[config.mk]
export PLATFORM = sky130hd
export DESIGN_NAME = wmul_share_ctrl
export DESIGN_NICKNAME = d
export VERILOG_FILES = /design/src/rtl/wmul_pkg.sv /design/src/rtl/wallace16x16_struct.sv /design/src/rtl/wmul_rr_pick.sv /design/src/rtl/wmul_share_ctrl.sv
export SDC_FILE = /design/constraint.sdc
export NUM_CORES = 1
export LEC_CHECK = 0
export CAP_MARGIN = 0
export CORE_ASPECT_RATIO = 1.1
export CORE_MARGIN = 4
export CORE_UTILIZATION = 57
export CTS_BUF_LIST = sky130_fd_sc_hd__clkbuf_16
export DETAILED_ROUTE_END_ITERATION = 16
export GPL_ROUTABILITY_DRIVEN = 1
export PLACE_DENSITY = 0.88
export SKIP_CTS_REPAIR_TIMING = 1
export SYNTH_ARGS = -nofsm -noshare
export SYNTH_HDL_FRONTEND = slang
export SYNTH_SLANG_ARGS = --single-unit
[constraint.sdc]
create_clock -name clk -period 15.39 [get_ports clk]
set_clock_uncertainty 0.2 [all_clocks]
set_input_delay 2.3085 -clock clk [delete_from_list [all_inputs] [get_ports clk]]
set_output_delay 2.3085 -clock clk [all_outputs]
set_load 0.02 [all_outputs]
[src/rtl/wmul_pkg.sv]
`default_nettype none
// ============================================================================
// Module  : wmul_pkg
// Purpose : Shared widths, FSM state encoding and small helpers for the
//           shared Wallace multiplier controller.
// Revision: 1.0 - initial release
// ============================================================================
package wmul_pkg;

  localparam int OPW = 16;  // operand width
  localparam int PW  = 32;  // product width
  localparam int IDW = 3;   // requester index width (up to 8 requesters)

  typedef enum logic [1:0] {
    IDLE = 2'd0,
    WAIT = 2'd1,
    RESP = 2'd2
  } state_t;

  // Width of a down-counter that must hold the value n (at least 1 bit).
  function automatic int wait_cnt_w(input int n);
    return (n < 1) ? 1 : $clog2(n + 1);
  endfunction

  // 3:2 carry-save compressor on whole words; returns {carry, sum}.
  // The carry out of the top bit is dropped: every product fits in PW bits.
  function automatic logic [2*PW-1:0] csa3(input logic [PW-1:0] x,
                                           input logic [PW-1:0] y,
                                           input logic [PW-1:0] z);
    logic [PW-1:0] s;
    logic [PW-1:0] c;
    s = x ^ y ^ z;
    c = ((x & y) | (x & z) | (y & z)) << 1;
    return {c, s};
  endfunction

endpackage
`default_nettype wire

[src/rtl/wallace16x16_struct.sv]
`default_nettype none
// ============================================================================
// Module  : wallace16x16_struct
// Purpose : Purely combinational 16x16 unsigned multiplier. Partial products
//           are reduced 16->11->8->6->4->3->2 by carry-save compressors and
//           finished with a ripple-carry adder. Deliberately slow; the caller
//           treats it as a multicycle path.
// Revision: 1.0 - initial release
// ============================================================================
module wallace16x16_struct
  import wmul_pkg::*;
(
  input  logic [OPW-1:0] a,
  input  logic [OPW-1:0] b,
  output logic [PW-1:0]  p
);

  logic [PW-1:0] pp [OPW];
  logic [PW-1:0] l1 [11];
  logic [PW-1:0] l2 [8];
  logic [PW-1:0] l3 [6];
  logic [PW-1:0] l4 [4];
  logic [PW-1:0] l5 [3];
  logic [PW-1:0] l6 [2];
  logic [PW-1:0] cy;

  // One shifted copy of A per bit of B.
  for (genvar i = 0; i < OPW; i++) begin : g_pp
    assign pp[i] = b[i] ? (PW'(a) << i) : '0;
  end

  // Carry-save reduction tree, leftover rows pass straight through.
  always_comb begin
    logic [2*PW-1:0] t;
    t = '0;
    for (int k = 0; k < 5; k++) begin
      t = csa3(pp[3*k], pp[3*k+1], pp[3*k+2]);
      l1[2*k]   = t[PW-1:0];
      l1[2*k+1] = t[2*PW-1:PW];
    end
    l1[10] = pp[15];
    for (int k = 0; k < 3; k++) begin
      t = csa3(l1[3*k], l1[3*k+1], l1[3*k+2]);
      l2[2*k]   = t[PW-1:0];
      l2[2*k+1] = t[2*PW-1:PW];
    end
    l2[6] = l1[9];
    l2[7] = l1[10];
    for (int k = 0; k < 2; k++) begin
      t = csa3(l2[3*k], l2[3*k+1], l2[3*k+2]);
      l3[2*k]   = t[PW-1:0];
      l3[2*k+1] = t[2*PW-1:PW];
    end
    l3[4] = l2[6];
    l3[5] = l2[7];
    for (int k = 0; k < 2; k++) begin
      t = csa3(l3[3*k], l3[3*k+1], l3[3*k+2]);
      l4[2*k]   = t[PW-1:0];
      l4[2*k+1] = t[2*PW-1:PW];
    end
    t = csa3(l4[0], l4[1], l4[2]);
    l5[0] = t[PW-1:0];
    l5[1] = t[2*PW-1:PW];
    l5[2] = l4[3];
    t = csa3(l5[0], l5[1], l5[2]);
    l6[0] = t[PW-1:0];
    l6[1] = t[2*PW-1:PW];
  end

  // Final carry-propagate stage as an explicit ripple chain.
  assign cy[0] = 1'b0;
  for (genvar i = 0; i < PW; i++) begin : g_rca
    assign p[i] = l6[0][i] ^ l6[1][i] ^ cy[i];
    if (i < PW - 1) begin : g_carry
      assign cy[i+1] = (l6[0][i] & l6[1][i]) | (l6[0][i] & cy[i]) | (l6[1][i] & cy[i]);
    end
  end

endmodule
`default_nettype wire

[src/rtl/wmul_rr_pick.sv]
`default_nettype none
// ============================================================================
// Module  : wmul_rr_pick
// Purpose : Combinational round-robin picker. Searches req_valid upward from
//           rr_ptr (modulo NREQ) and returns the first hit as one-hot and index.
// Revision: 1.0 - initial release
// ============================================================================
module wmul_rr_pick
  import wmul_pkg::*;
#(
  parameter int NREQ = 4
) (
  input  logic [NREQ-1:0] req_valid,
  input  logic [IDW-1:0]  rr_ptr,
  output logic [NREQ-1:0] grant,
  output logic [IDW-1:0]  grant_idx,
  output logic            any_valid
);

  // Walk candidates from farthest to nearest so the nearest one wins last.
  always_comb begin
    int idx;
    grant     = '0;
    grant_idx = '0;
    any_valid = 1'b0;
    idx       = 0;
    for (int k = NREQ - 1; k >= 0; k--) begin
      idx = int'(rr_ptr) + k;
      if (idx >= NREQ) idx = idx - NREQ;
      if (req_valid[idx]) begin
        grant      = '0;
        grant[idx] = 1'b1;
        grant_idx  = IDW'(idx);
        any_valid  = 1'b1;
      end
    end
  end

endmodule
`default_nettype wire

[src/rtl/wmul_share_ctrl.sv]
`default_nettype none
// ============================================================================
// Module  : wmul_share_ctrl
// Purpose : Shares one combinational Wallace multiplier between NREQ
//           requesters with round-robin arbitration, one transaction in
//           flight. Operands are held WAIT_CYC cycles before the product is
//           registered and offered on the shared response channel.
//           Optional per-requester grant counters: WMUL_SHARE_STATS_EN.
// Revision: 1.0 - initial release
// ============================================================================
module wmul_share_ctrl
  import wmul_pkg::*;
#(
  parameter int NREQ     = 4,
  parameter int WAIT_CYC = 2
) (
  input  logic                clk,
  input  logic                rst,
  input  logic [NREQ-1:0]     req_valid,
  output logic [NREQ-1:0]     req_ready,
  input  logic [NREQ*OPW-1:0] req_a,
  input  logic [NREQ*OPW-1:0] req_b,
  output logic                rsp_valid,
  input  logic                rsp_ready,
  output logic [IDW-1:0]      rsp_id,
  output logic [PW-1:0]       rsp_p,
  output logic                busy
`ifdef WMUL_SHARE_STATS_EN
  ,
  output logic [NREQ*16-1:0]  stat_grants
`endif
);

  localparam int CW = wait_cnt_w(WAIT_CYC);

  if (WAIT_CYC < 1 || NREQ < 1 || NREQ > 8) begin : g_param_check
    $error("wmul_share_ctrl: WAIT_CYC must be >= 1 and NREQ in 1..8");
  end

  state_t         state;
  logic [IDW-1:0] rr_ptr;
  logic [IDW-1:0] id;
  logic [CW-1:0]  cnt;
  logic [OPW-1:0] op_a;
  logic [OPW-1:0] op_b;
  logic [PW-1:0]  mult_p;
  logic [NREQ-1:0] grant;
  logic [IDW-1:0] grant_idx;
  logic           any_valid;
  logic [IDW-1:0] next_ptr;

  wmul_rr_pick #(.NREQ(NREQ)) u_pick (
    .req_valid (req_valid),
    .rr_ptr    (rr_ptr),
    .grant     (grant),
    .grant_idx (grant_idx),
    .any_valid (any_valid)
  );

  wallace16x16_struct u_mult (
    .a (op_a),
    .b (op_b),
    .p (mult_p)
  );

  // Grants are only offered while idle and never during reset.
  assign req_ready = (state == IDLE && !rst) ? grant : '0;
  assign busy      = (state != IDLE);
  assign next_ptr  = (grant_idx == IDW'(NREQ - 1)) ? '0 : grant_idx + 1'b1;

  // Arbitration / settle / response FSM with its operand and result registers.
  always_ff @(posedge clk) begin
    if (rst) begin
      state     <= IDLE;
      rr_ptr    <= '0;
      id        <= '0;
      cnt       <= '0;
      op_a      <= '0;
      op_b      <= '0;
      rsp_valid <= 1'b0;
      rsp_id    <= '0;
      rsp_p     <= '0;
    end else begin
      case (state)
        IDLE: begin
          if (any_valid) begin
            op_a   <= req_a[int'(grant_idx)*OPW +: OPW];
            op_b   <= req_b[int'(grant_idx)*OPW +: OPW];
            id     <= grant_idx;
            cnt    <= CW'(WAIT_CYC);
            rr_ptr <= next_ptr;
            state  <= WAIT;
          end
        end
        WAIT: begin
          if (cnt == CW'(1)) begin
            rsp_p     <= mult_p;
            rsp_id    <= id;
            rsp_valid <= 1'b1;
            state     <= RESP;
          end else begin
            cnt <= cnt - 1'b1;
          end
        end
        RESP: begin
          if (rsp_ready) begin
            rsp_valid <= 1'b0;
            state     <= IDLE;
          end
        end
        default: state <= IDLE;
      endcase
    end
  end

`ifdef WMUL_SHARE_STATS_EN
  for (genvar i = 0; i < NREQ; i++) begin : g_stat
    logic [15:0] grants;
    // Saturating count of accepted requests from requester i.
    always_ff @(posedge clk) begin
      if (rst) begin
        grants <= '0;
      end else if (req_valid[i] && req_ready[i] && grants != 16'hFFFF) begin
        grants <= grants + 16'd1;
      end
    end
    assign stat_grants[i*16 +: 16] = grants;
  end
`endif

endmodule
`default_nettype wire
# After elaboration in Yosys (flattened, before gate mapping)
# Index checks and enable logic that the tools add are counted.
# W data, S select, Z words.
word_totals:
  inputBits: 135
  ff_bits: 78
  output_inout_bits: 41
classes:
  n_shift: 2
  n_lt_le_gt_ge: 12
  eq_ne: 8
  n_reduce_logical: 15
  mux: 64
  n_bitwise: 305
  add_sub_neg: 9
op_table:
  columns: ["op", "count"]
  rows:
  - ["$and A31 B31 Y31", 42]
  - ["$or A31 B31 Y31", 28]
  - ["$xor A32 B32 Y32", 22]
  - ["$ge A32 B1 Y1 const B", 4]
  - ["$lt A32 B4 Y1 const B", 4]
  - ["$mux W32", 4]
  - ["$shiftx A64 B8 Y16", 2]
  - ["$ge A32 B4 Y1 const B", 3]
  - ["$sub A32 B4 Y32 const B", 3]
  - ["$and A1 B1 Y1", 88]
  - ["$xor A1 B1 Y1", 61]
  - ["$or A1 B1 Y1", 58]
  - ["$xor A32 B18 Y32", 1]
  - ["$xor A32 B21 Y32", 1]
  - ["$xor A32 B24 Y32", 1]
  - ["$xor A32 B27 Y32", 1]
  - ["$xor A32 B30 Y32", 1]
  - ["$xor A32 B31 Y32", 1]
  - ["$mux W31", 1]
  - ["$mux W30", 1]
  - ["$mux W29", 1]
  - ["$mux W28", 1]
  - ["$mux W27", 1]
  - ["$mux W26", 1]
  - ["35 further kinds", 84]

# Depth between registers and ports, before layout
# Gate-level depths: netlist of the first run.
depth:
  ltp_word: 108
  mapped_depth: 42
  ltp_nobuf: 41

# Cells and area by module
# Synthesis of the first run repeated with hierarchy kept, for this count alone.
hier_totals:
  hier_cells: 1195
  area_unflattened_um2: 11930.2
modules_own_cells:
  columns: ["mod", "cells_each", "n_inst", "area_each_um2"]
  rows:
  - ["wallace16x16_struct", 796, 1, 7806.2]
  - ["wmul_share_ctrl", 330, 1, 3542.1]
  - ["wmul_rr_pick", 69, 1, 581.8]

# Worst setup path before layout of the first run
# OpenSTA, ideal clock, no wires.
synth_path:
  kind: "reg2reg"
  from: "reg op_b[0]"
  to: "reg rsp_p[30]"
  required_ns: 15.058
  path_slack_ns: 3.653
  setup_ns: 0.132
  arrival_ns: 11.405
  stages_incl_launch_ff: 41
  n_path_buf: 2
  synth_period_minus_slack_ns: 11.737
  cell_sequence: "dfxtp_1 -> clkbuf_1 -> clkbuf_1 -> nand2_1 -> fa_1 -> fa_1 -> fa_1 -> fa_1 -> inv_1 -> ha_1 -> ha_1 -> ha_1 -> inv_1 -> fa_1 -> fa_1 -> fa_1 -> fa_1 -> fa_1 -> [... 5 more ...] -> inv_1 -> fa_1 -> fa_1 -> fa_1 -> fa_1 -> fa_1 -> fa_1 -> fa_1 -> fa_1 -> inv_1 -> fa_1 -> fa_1 -> fa_1 -> fa_1 -> fa_1 -> fa_1 -> nand2_1 -> a21oi_1"
synth_between:
  elab_chain_len: 100
  word_cells_on_any_way: 176
  classes_between: "1 x mux; 175 x bitwise"
synth_lines:
  columns: ["element", "line_no", "source"]
  rows:
  - ["start, declared", "wmul_share_ctrl.sv:45", "logic [OPW-1:0] op_b;"]
  - ["start signal, assigned", "wmul_share_ctrl.sv:88", "op_b <= req_b[int'(grant_idx)*OPW +: OPW];"]
  - ["$mux W16 (*)", "wallace16x16_struct.sv:29", "assign pp[i] = b[i] ? (PW'(a) << i) : '0;"]
  - ["$and A31 B31 Y31 / $xor A32 B32 Y32 (equally long branches)", "wmul_pkg.sv:33, wmul_pkg.sv:32", null]
  - ["$or A31 B31 Y31 / $xor A32 B18 Y32 (equally long branches)", "wmul_pkg.sv:33, wmul_pkg.sv:32", null]
  - ["$or A31 B31 Y31 (tied with other cells)", "wmul_pkg.sv:33", "c = ((x & y) | (x & z) | (y & z)) << 1;"]
  - ["$and A31 B31 Y31 (tied with other cells)", "wmul_pkg.sv:33", null]
  - ["$or A31 B31 Y31 (tied with other cells) (2 in a row)", "wmul_pkg.sv:33", null]
  - ["$xor A32 B32 Y32 (tied with other cells) (6 in a row)", "wmul_pkg.sv:32", "s = x ^ y ^ z;"]
  - ["$xor A32 B32 Y32 / $or A31 B31 Y31 (equally long branches)", "wmul_pkg.sv:32, wmul_pkg.sv:33", null]
  - ["[... 79 more ...]", null, null]
  - ["$and A1 B1 Y1", "wallace16x16_struct.sv:75", "assign cy[i+1] = (l6[0][i] & l6[1][i]) | (l6[0][i] & cy[i]) | (l6[1][i] & cy[i]);"]
  - ["$or A1 B1 Y1", "wallace16x16_struct.sv:75", null]
  - ["$or A1 B1 Y1 (*)", "wallace16x16_struct.sv:75", null]
  - ["$and A1 B1 Y1", "wallace16x16_struct.sv:75", null]
  - ["$or A1 B1 Y1", "wallace16x16_struct.sv:75", null]
  - ["$or A1 B1 Y1 (*)", "wallace16x16_struct.sv:75", null]
  - ["$xor A1 B1 Y1 (*)", "wallace16x16_struct.sv:73", "assign p[i] = l6[0][i] ^ l6[1][i] ^ cy[i];"]
  - ["via mult_p[30]", "wmul_share_ctrl.sv:46", "logic [PW-1:0] mult_p;"]
  - ["end signal, assigned", "wmul_share_ctrl.sv:97", "rsp_p <= mult_p;"]
  - ["end, declared", "wmul_share_ctrl.sv:26", "output logic [PW-1:0] rsp_p,"]
# The timed path passes the listed nets; every way through them passes the cells marked *.
# A chain may end at the register's enable or synchronous reset.

# Final worst setup path of the first run
# Ends and elaborated chain as after synthesis.

==> results.cfg, run 1 <==
[run_status]
outcome = completed

[cts]
ctsHtreeMaxLevel = 3
clk_latency_ps = 360
cts.sinks = 78
numCtsBuffers = 9
cts_tree = yes
clk_pin_slew_ps = 80
cts_buffer_depth = 2
cts-root-buf = clkbuf_16

[grt]
grt_pass1_wl_um = 52200
grt_pass1_vias = 10378
overflow = 0
grt_max_degree = 66
track_usage = 0.271
antenna_found_initial = 0

[drt]
avgRoutedWirePerCell_um = 17.8
routed_wl_um = 31500
wl_met1_um = 12400
drc = 0
route.met2.wl_um = 15400
top_layer = met4
ant_nets = 0
drt_iter0_drc = 744
firstDrtPassIters = 5
wl_met3_um = 2500
viasPerCell = 5.58
vias = 9875

[sta]
rsz0062_at_grt = false
finalHoldViolCount = 0
setup_viol = 0
slew_violations = 0
fin_crit_ps = 12420
max_freq_mhz = 80.5
fin_ws_ps = 2970
slew_headroom = 0.246
tns_ps = 0
worst_pin_slew_ps = 1130
fin_crit_sh = 0.807

[cells_and_area]
antenna_cells = 0
final_common_cell = inv_1
area_growth_pct = 17.0
layout.cells.non_filler = 1769
layout_common_cells = inv_1, fa_1, and2_1
fillers = 1664
final_core_util = 0.675
final_nets = 1896
layout-drive-gt1-share = 0.0325

[floorplan]
ioPinCount = 176
rows = 56
die_h_um = 162
coreArea_sq_mm = 0.0213
die-area_sq_mm = 0.0240
initial_core_util = 0.577
die_w_um = 148

[yosys]
synth.mux.area_fraction = 0.00896
synthArstFlopShare = 0
synth_top_family_by_area = adder cells
synth_seq_cells = 78
synth-xor-area-share = 0.000713
netlist_area_sq_mm = 0.0123
synth_ff_type = dfxtp_1
synth_fp_nets = 1800
yosys_warnings = 0
synth_compound_area_frac = 0.147
syn_inst = 1378
synthAdderAreaFrac = 0.429
synthDistinctLibCells = 46
avgSynthCellArea_sq_um = 8.92
yosysSeqAreaShare = 0.127
synth_edf_count = 0
synthSimpleGateAreaFrac = 0.165

[worst_hold_path]
holdPathStages = 2
min-delay-start = rsp_p[16]$_SDFFE_PP0P_
hold_path_class = flip-flop to flip-flop
holdPathEnd = rsp_p[16]$_SDFFE_PP0P_

[power]
p_leak_nw = 5.89
power_per_cell_area_mw_per_mm2 = 158
ir_worst_vdd_mv = 0.0874

[placement]
place_ws_ps = 2980
io_buffer_count = 175
gp_congestion = 0.915
place_inst = 1753
hpwl_um = 24800

[critical_path]
ff2ff_path_depth = 38
critPathCaptureType = flip-flop
r2r_start = op_b[0]$_SDFFE_PP0P_
critPathSlowestCell = dfxtp_1
worstPathRequired_ps = 15400
worst_setup_path_start_kind = flip-flop
r2r-end = rsp_p[30]$_SDFFE_PP0P_
cp_slowest_stage_delay_ps = 710
path_class = flip-flop to flip-flop
cp.arrival_ps = 12440
crit_top_cell = fa_1
worstPathMaxFanout = 17
rrSetupSlack_ps = 2970

[job]
cap_viol_max_count = 0
worst max-delay path by stage:
| stage | start | endpoint | cells after the start |
|---|---|---|---|
| after global placement | op_b[0]$_SDFFE_PP0P_ | rsp_p[30]$_SDFFE_PP0P_ | 38 |
| final | op_b[0]$_SDFFE_PP0P_ | rsp_p[30]$_SDFFE_PP0P_ | 38 |
| after floorplan | op_b[0]$_SDFFE_PP0P_ | rsp_p[30]$_SDFFE_PP0P_ | 40 |
| after detailed placement | op_b[0]$_SDFFE_PP0P_ | rsp_p[30]$_SDFFE_PP0P_ | 38 |
| after global routing | op_b[0]$_SDFFE_PP0P_ | rsp_p[30]$_SDFFE_PP0P_ | 38 |
| after CTS | op_b[0]$_SDFFE_PP0P_ | rsp_p[30]$_SDFFE_PP0P_ | 38 |
worst max-delay path, delay by kind of cell (launching register included):
| kind | cells | cell delay (ps) |
|---|---|---|
| flops | 1 | 710 |
| compound gates | 1 | 60 |
| buf+inv | 5 | 320 |
| simple gates | 2 | 240 |
| fa+ha+maj | 30 | 10680 |
metal layers:
metal  up-vias  track usage
met3        78       0.0516
met4         0        0.103
li1       4567            -
met2       440        0.449
met5         -            0
met1      4790        0.354
stage by stage:
stage	area, sq um	power, mW	hold slack [ps]
after floorplan	12300	1.60	229
after global placement	14100	2.01	247
after detailed placement	14100	2.08	247
after CTS	14400	2.30	256
after global routing	14400	2.54	279
final	14400	2.27	254
cells in the mapped netlist, types with 4 or more instances:
cell type  number  share of area
ha_1           64          0.065
buf_4           4         0.0024
inv_1         287          0.088
a211oi_1       83          0.051
mux4_2          4         0.0073
fa_1          223           0.36
nand4b_1        4         0.0029
nand3_1         4         0.0016
dfxtp_1        78           0.13
clkbuf_1       77          0.024
and2_1        206           0.10
o31ai_1        30          0.018
nand2_1       125          0.038
a221oi_1       35          0.025
buf_2          12         0.0049
nor2_1         35          0.011
buf_6           4         0.0037
a21oi_1        31          0.013
a2111oi_0      30          0.021
cell type report:
cell class              count  area, sq um  share of cell area
well taps                 290          363              0.0252
inverters                 287         1080              0.0749
flip-flops and latches     78         1560               0.109
repair buffers            185         1820               0.127
multi-input cells         913         9270               0.645
clock buffers               9          225              0.0157
clock inverters             7         57.6             0.00400
registers in the layout, summed over array words and instances, names as in the netlist:
| name | cells |
|---|---|
| cnt | 2 |
| id | 3 |
| op_a | 16 |
| op_b | 16 |
| rr_ptr | 3 |
| rsp_id | 3 |
| rsp_p | 32 |
| rsp_valid | 1 |
| state | 2 |
report_power, final:
group | internal [mW] | switching, mW | total, mW
Sequential | 0.260 | 0.224 | 0.484
Combinational | 0.663 | 0.913 | 1.58
Clock | 0.112 | 0.103 | 0.215
cell families after synthesis:
group | Yosys count
buffers and inverters | 387
and+or+nand+nor | 385
adders and majority gates | 287
AOI/OAI and AO/OA | 234
DFF | 78
muxes | 6
xor gates and xnor gates | 1
No activity file was read; power rests on OpenSTA's default activity.
==> run 2, diff against run 1 <==
--- a/config.mk
+++ b/config.mk
@@ -8,11 +8,11 @@
 export CAP_MARGIN = 0
 export CORE_ASPECT_RATIO = 1.1
 export CORE_MARGIN = 4
-export CORE_UTILIZATION = 57
+export CORE_UTILIZATION = 52
 export CTS_BUF_LIST = sky130_fd_sc_hd__clkbuf_16
 export DETAILED_ROUTE_END_ITERATION = 16
 export GPL_ROUTABILITY_DRIVEN = 1
-export PLACE_DENSITY = 0.88
+export PLACE_DENSITY = 0.85
 export SKIP_CTS_REPAIR_TIMING = 1
 export SYNTH_ARGS = -nofsm -noshare
 export SYNTH_HDL_FRONTEND = slang
==> constraint.sdc (replaced) <==
create_clock -name clk -period 11.1 [get_ports clk]
set_clock_uncertainty 0.2 [all_clocks]
set_input_delay 1.665 -clock clk [delete_from_list [all_inputs] [get_ports clk]]
set_output_delay 1.665 -clock clk [all_outputs]
set_load 0.02 [all_outputs]
==> run 2 against run 1 <==
  * Register-to-register slack got worse by 3100 ps
  * Critical path depth rose by 1
  * Clock power rose by 46%
  * Maximum frequency rose by 10%
  * Critical path type unchanged
  * Hold slack got worse by 1.2 ps
  * Sequential share of layout area fell by 0.21 points
  * The run now ends with negative setup slack left
  * Via count rose by 3.5%
  * Routed wire length rose by 7.9%
==> results.cfg, run 2 (same netlist as run 1, synthesis figures left out) <==
[critical_path]
r2r_start = op_b[3]$_SDFFE_PP0P_
r2r-end = rsp_p[30]$_SDFFE_PP0P_
crit_top_cell = fa_2
worstPathRequired_ps = 11090
worstPathMaxFanout = 5
cp-startpoint = op_b[3]$_SDFFE_PP0P_
rrSetupSlack_ps = -180
critPathCaptureType = flip-flop
cp.arrival_ps = 11270
worst_setup_path_start_kind = flip-flop
path_class = flip-flop to flip-flop
ff2ff_path_depth = 39
cp-endpoint = rsp_p[30]$_SDFFE_PP0P_
cp_slowest_stage_delay_ps = 550
critPathSlowestCell = fa_1

[sta]
setup_viol = 2
fin_crit_sh = 1.02
rsz0062_at_grt = true
max_freq_mhz = 88.7
fin_crit_ps = 11280
slew_violations = 0
finalHoldViolCount = 0
worst_pin_slew_ps = 1160
slew_headroom = 0.224
fin_ws_ps = -178

[power]
p_leak_nw = 6.08
power_per_cell_area_mw_per_mm2 = 229
ir_worst_vdd_mv = 0.130

[cells_and_area]
area_growth_pct = 19.9
layout_common_cells = inv_1, and2_1, fa_1
layout-drive-gt1-share = 0.0727
final_cell_area_sq_mm = 0.0147
final_common_cell = inv_1
largestRegisters = rsp_p: 32 flops, op_a: 16 flops, op_b: 16 flops
largest_reg_flops = 32
antenna_cells = 0
final_core_util = 0.638
regMostFlops = rsp_p
final_nets = 1930

[drt]
firstDrtPassIters = 5
ant_nets = 0
routed_wl_um = 34000
drc = 0
vias = 10220
drt_iter0_drc = 703
avgRoutedWirePerCell_um = 18.7
viasPerCell = 5.64

[placement]
gp_congestion = 0.944
dpl-instance-area_sq_mm = 0.0144
hpwl_um = 26900
io_buffer_count = 175

[job]
cap_viol_max_count = 0

[grt]
grt_max_degree = 66
grt_pass1_wl_um = 54700
grt_pass1_vias = 10721
overflow = 0
antenna_found_initial = 1
track_usage = 0.262

[cts]
cts-root-buf = clkbuf_16
ctsHtreeMaxLevel = 3
cts_buffer_depth = 2
clk_latency_ps = 350
numCtsBuffers = 9
cts.sinks = 78
cts_tree = yes
clk_pin_slew_ps = 70

[floorplan]
initial_core_util = 0.532
coreArea_sq_mm = 0.0231
die-area_sq_mm = 0.0262
ioPinCount = 176
die_h_um = 169
die_w_um = 155
rows = 58

[run_status]
outcome = finished, violations left
violations = negative setup slack

[worst_hold_path]
hold_path_class = flip-flop to flip-flop
[run 2: cell type report]
cell class	instances	area, sq um
clock buffers	9	225
clock inverters	7	72.6
fillers	1842	8350
inverters	287	1080
multi-input cells	913	9330
flip-flops and latches	78	1570
well taps	300	375
repair buffers	219	2080
[run 2: report_power, final]
group	internal (mW)	switching [mW]	total, mW
sequential	0.363	0.151	0.515
clock	0.175	0.137	0.313
combinational	1.02	1.52	2.54
[run 2: metal layers]
metal / GRT usage / up-vias / wire length, um
met5: 0 / - / 7
met4: 0.0803 / 2 / 940
met3: 0.0676 / 69 / 3170
met2: 0.452 / 474 / 16800
met1: 0.325 / 5046 / 13100
li1: - / 4629 / -
[run 2: worst min-delay path by stage]
stage                          start                     end  cells past startpoint
2_1_floorplan     id[2]$_SDFFE_PP0P_  rsp_id[2]$_SDFFE_PP0P_                      2
3_3_place_gp      id[2]$_SDFFE_PP0P_  rsp_id[2]$_SDFFE_PP0P_                      2
3_5_place_dp   rsp_p[4]$_SDFFE_PP0P_   rsp_p[4]$_SDFFE_PP0P_                      2
4_1_cts        rsp_p[4]$_SDFFE_PP0P_   rsp_p[4]$_SDFFE_PP0P_                      2
5_1_grt           id[2]$_SDFFE_PP0P_  rsp_id[2]$_SDFFE_PP0P_                      2
6_report       rsp_p[4]$_SDFFE_PP0P_   rsp_p[4]$_SDFFE_PP0P_                      2
[run 2: critical path, delay by kind of cell (launching register included)]
| family | cells | cell delay (ps) |
|---|---|---|
| compound gates | 1 | 70 |
| flops | 1 | 360 |
| fa+ha+maj | 30 | 9940 |
| simple gates | 2 | 230 |
| buf+inv | 6 | 320 |
[run 2: per-stage QoR]
| step | total power [mW] | hold slack [ps] | setup slack, ps | setup TNS (ps) | std cells |
|---|---|---|---|---|---|
| 5_1_grt | 3.72 | 280 | -470 | -1080 | 1813 |
| 3_3_place_gp | 2.93 | 244 | -293 | -563 | 1797 |
| 3_5_place_dp | 3.04 | 247 | -462 | -1200 | 1797 |
| 4_1_cts | 3.35 | 256 | -510 | -1350 | 1813 |
| 2_1_floorplan | 2.25 | 229 | 4.93 | 0 | 1378 |
| 6_report | 3.37 | 253 | -178 | -194 | 1813 |
==> run 3, diff against run 2 <==
--- a/config.mk
+++ b/config.mk
@@ -9,7 +9,7 @@
 export CORE_ASPECT_RATIO = 1.1
 export CORE_MARGIN = 4
 export CORE_UTILIZATION = 52
-export CTS_BUF_LIST = sky130_fd_sc_hd__clkbuf_16
+export CTS_BUF_LIST = sky130_fd_sc_hd__clkbuf_8
 export DETAILED_ROUTE_END_ITERATION = 16
 export GPL_ROUTABILITY_DRIVEN = 1
 export PLACE_DENSITY = 0.85
==> run 3 against run 2 <==
  * The run still ends with negative setup slack left
  * Sequential power hardly changed
  * Cell area is 0.69% lower
  * First-iteration DRC count is 6.1% lower
  * Critical path type unchanged
  * Critical endpoint unchanged
==> results.cfg, run 3 (same netlist as run 1, synthesis figures left out) <==
[cts]
clk_pin_slew_ps = 100
cts-root-buf = clkbuf_8
numCtsBuffers = 9
cts_tree = yes
clk_latency_ps = 380
ctsHtreeMaxLevel = 3
cts.sinks = 78
cts_buffer_depth = 2

[critical_path]
path_class = flip-flop to flip-flop
cp.buffers_inverters = 6
worstPathMaxFanout = 5
r2r_start = op_b[3]$_SDFFE_PP0P_
cp.arrival_ps = 11310
cp_slowest_stage_delay_ps = 550
crit_top_cell = fa_2
crit_family = adder cells
worstPathRequired_ps = 11130
worst_setup_path_start_kind = flip-flop
critPathCaptureType = flip-flop
critPathSlowestCell = fa_1
cp-startpoint = op_b[3]$_SDFFE_PP0P_

[drt]
drc = 0
ant_nets = 0
routed_wl_um = 34000
drt_iter0_drc = 660
vias = 10225
avgRoutedWirePerCell_um = 18.7
firstDrtPassIters = 4
viasPerCell = 5.64

[floorplan]
initial_core_util = 0.532
coreArea_sq_mm = 0.0231
ioPinCount = 176
rows = 58
die_h_um = 169
die_w_um = 155
die-area_sq_mm = 0.0262

[power]
finalPower_mw = 3.28
power_per_cell_area_mw_per_mm2 = 224
p_leak_nw = 6.03
ir_worst_vdd_mv = 0.126

[run_status]
violations = negative setup slack
outcome = finished, violations left

[cells_and_area]
layout-drive-gt1-share = 0.0727
largestRegisters = rsp_p: 32 flops, op_a: 16 flops, op_b: 16 flops
final_core_util = 0.634
fillers = 1865
regMostFlops = rsp_p
final_nets = 1930
antenna_cells = 0
register_area_sq_mm = 0.00157
multiInputGateArea_sq_mm = 0.00933
final_common_cell = inv_1
largest_reg_flops = 32
area_growth_pct = 19.0
layout_common_cells = inv_1, and2_1, fa_1

[worst_hold_path]
hold_path_class = flip-flop to flip-flop
min-delay-start = rsp_p[4]$_SDFFE_PP0P_

[placement]
hpwl_um = 26900
gp_congestion = 0.944
io_buffer_count = 175

[sta]
slew_headroom = 0.226
fin_crit_ps = 11270
fin_ws_ps = -171
finalHoldViolCount = 0
fin_crit_sh = 1.02
setup_viol = 2
slew_violations = 0
rsz0062_at_grt = true
max_freq_mhz = 88.7
worst_pin_slew_ps = 1160

[grt]
track_usage = 0.261
grt_pass1_vias = 10743
overflow = 0
grt_max_degree = 66
antenna_found_initial = 1
grt_pass1_wl_um = 54400

[job]
cap_viol_max_count = 0
## run 3: per-layer routing
layer	track usage	share of wire	vias to the layer above
met4	0.0895	0.034	0
met1	0.323	0.38	5039
li1	-	-	4624
met5	0	0	-
met3	0.0673	0.095	80
met2	0.449	0.49	482
## run 3: stage by stage
step	instance area [sq um]	setup slack (ps)	hold WS [ps]	TNS, ps	instances
2_1_floorplan	12400	4.93	229	0	1378
3_3_place_gp	14400	-293	244	-563	1797
3_5_place_dp	14400	-462	247	-1200	1797
4_1_cts	14600	-501	259	-1370	1813
5_1_grt	14600	-460	284	-1090	1813
6_report	14600	-171	258	-183	1813
## run 3: report_power, final
group | leakage, nW | total, mW | switching [mW] | internal (mW)
combinational | 5.29 | 2.53 | 1.52 | 1.02
sequential | 0.639 | 0.514 | 0.151 | 0.363
clock | 0.101 | 0.233 | 0.128 | 0.105
## run 3: path summary, 6_finish.rpt
| kind | depth (start not counted) | slack (ps) | end |
|---|---|---|---|
| max | 39 | -170 | rsp_p[30]$_SDFFE_PP0P_ |
| min | 2 | 260 | rsp_p[4]$_SDFFE_PP0P_ |
| max reg2reg | 39 | -170 | rsp_p[30]$_SDFFE_PP0P_ |
| min reg2reg | 2 | 260 | rsp_p[4]$_SDFFE_PP0P_ |
## run 3: cell type report
| class | instances | area share |
|---|---|---|
| Multi-Input combinational cell | 913 | 0.638 |
| Timing Repair Buffer | 219 | 0.142 |
| Tap cell | 300 | 0.0257 |
| Clock inverter | 7 | 0.00496 |
| Clock buffer | 9 | 0.00847 |
| Sequential cell | 78 | 0.107 |
| Inverter | 287 | 0.0737 |
## run 3: worst min-delay path: cells and delay by family, from the launching register on
family	cells	cell delay, ps
flip-flops	1	310
AND/OR/NAND/NOR	1	50
AO/OA/AOI/OAI	1	50
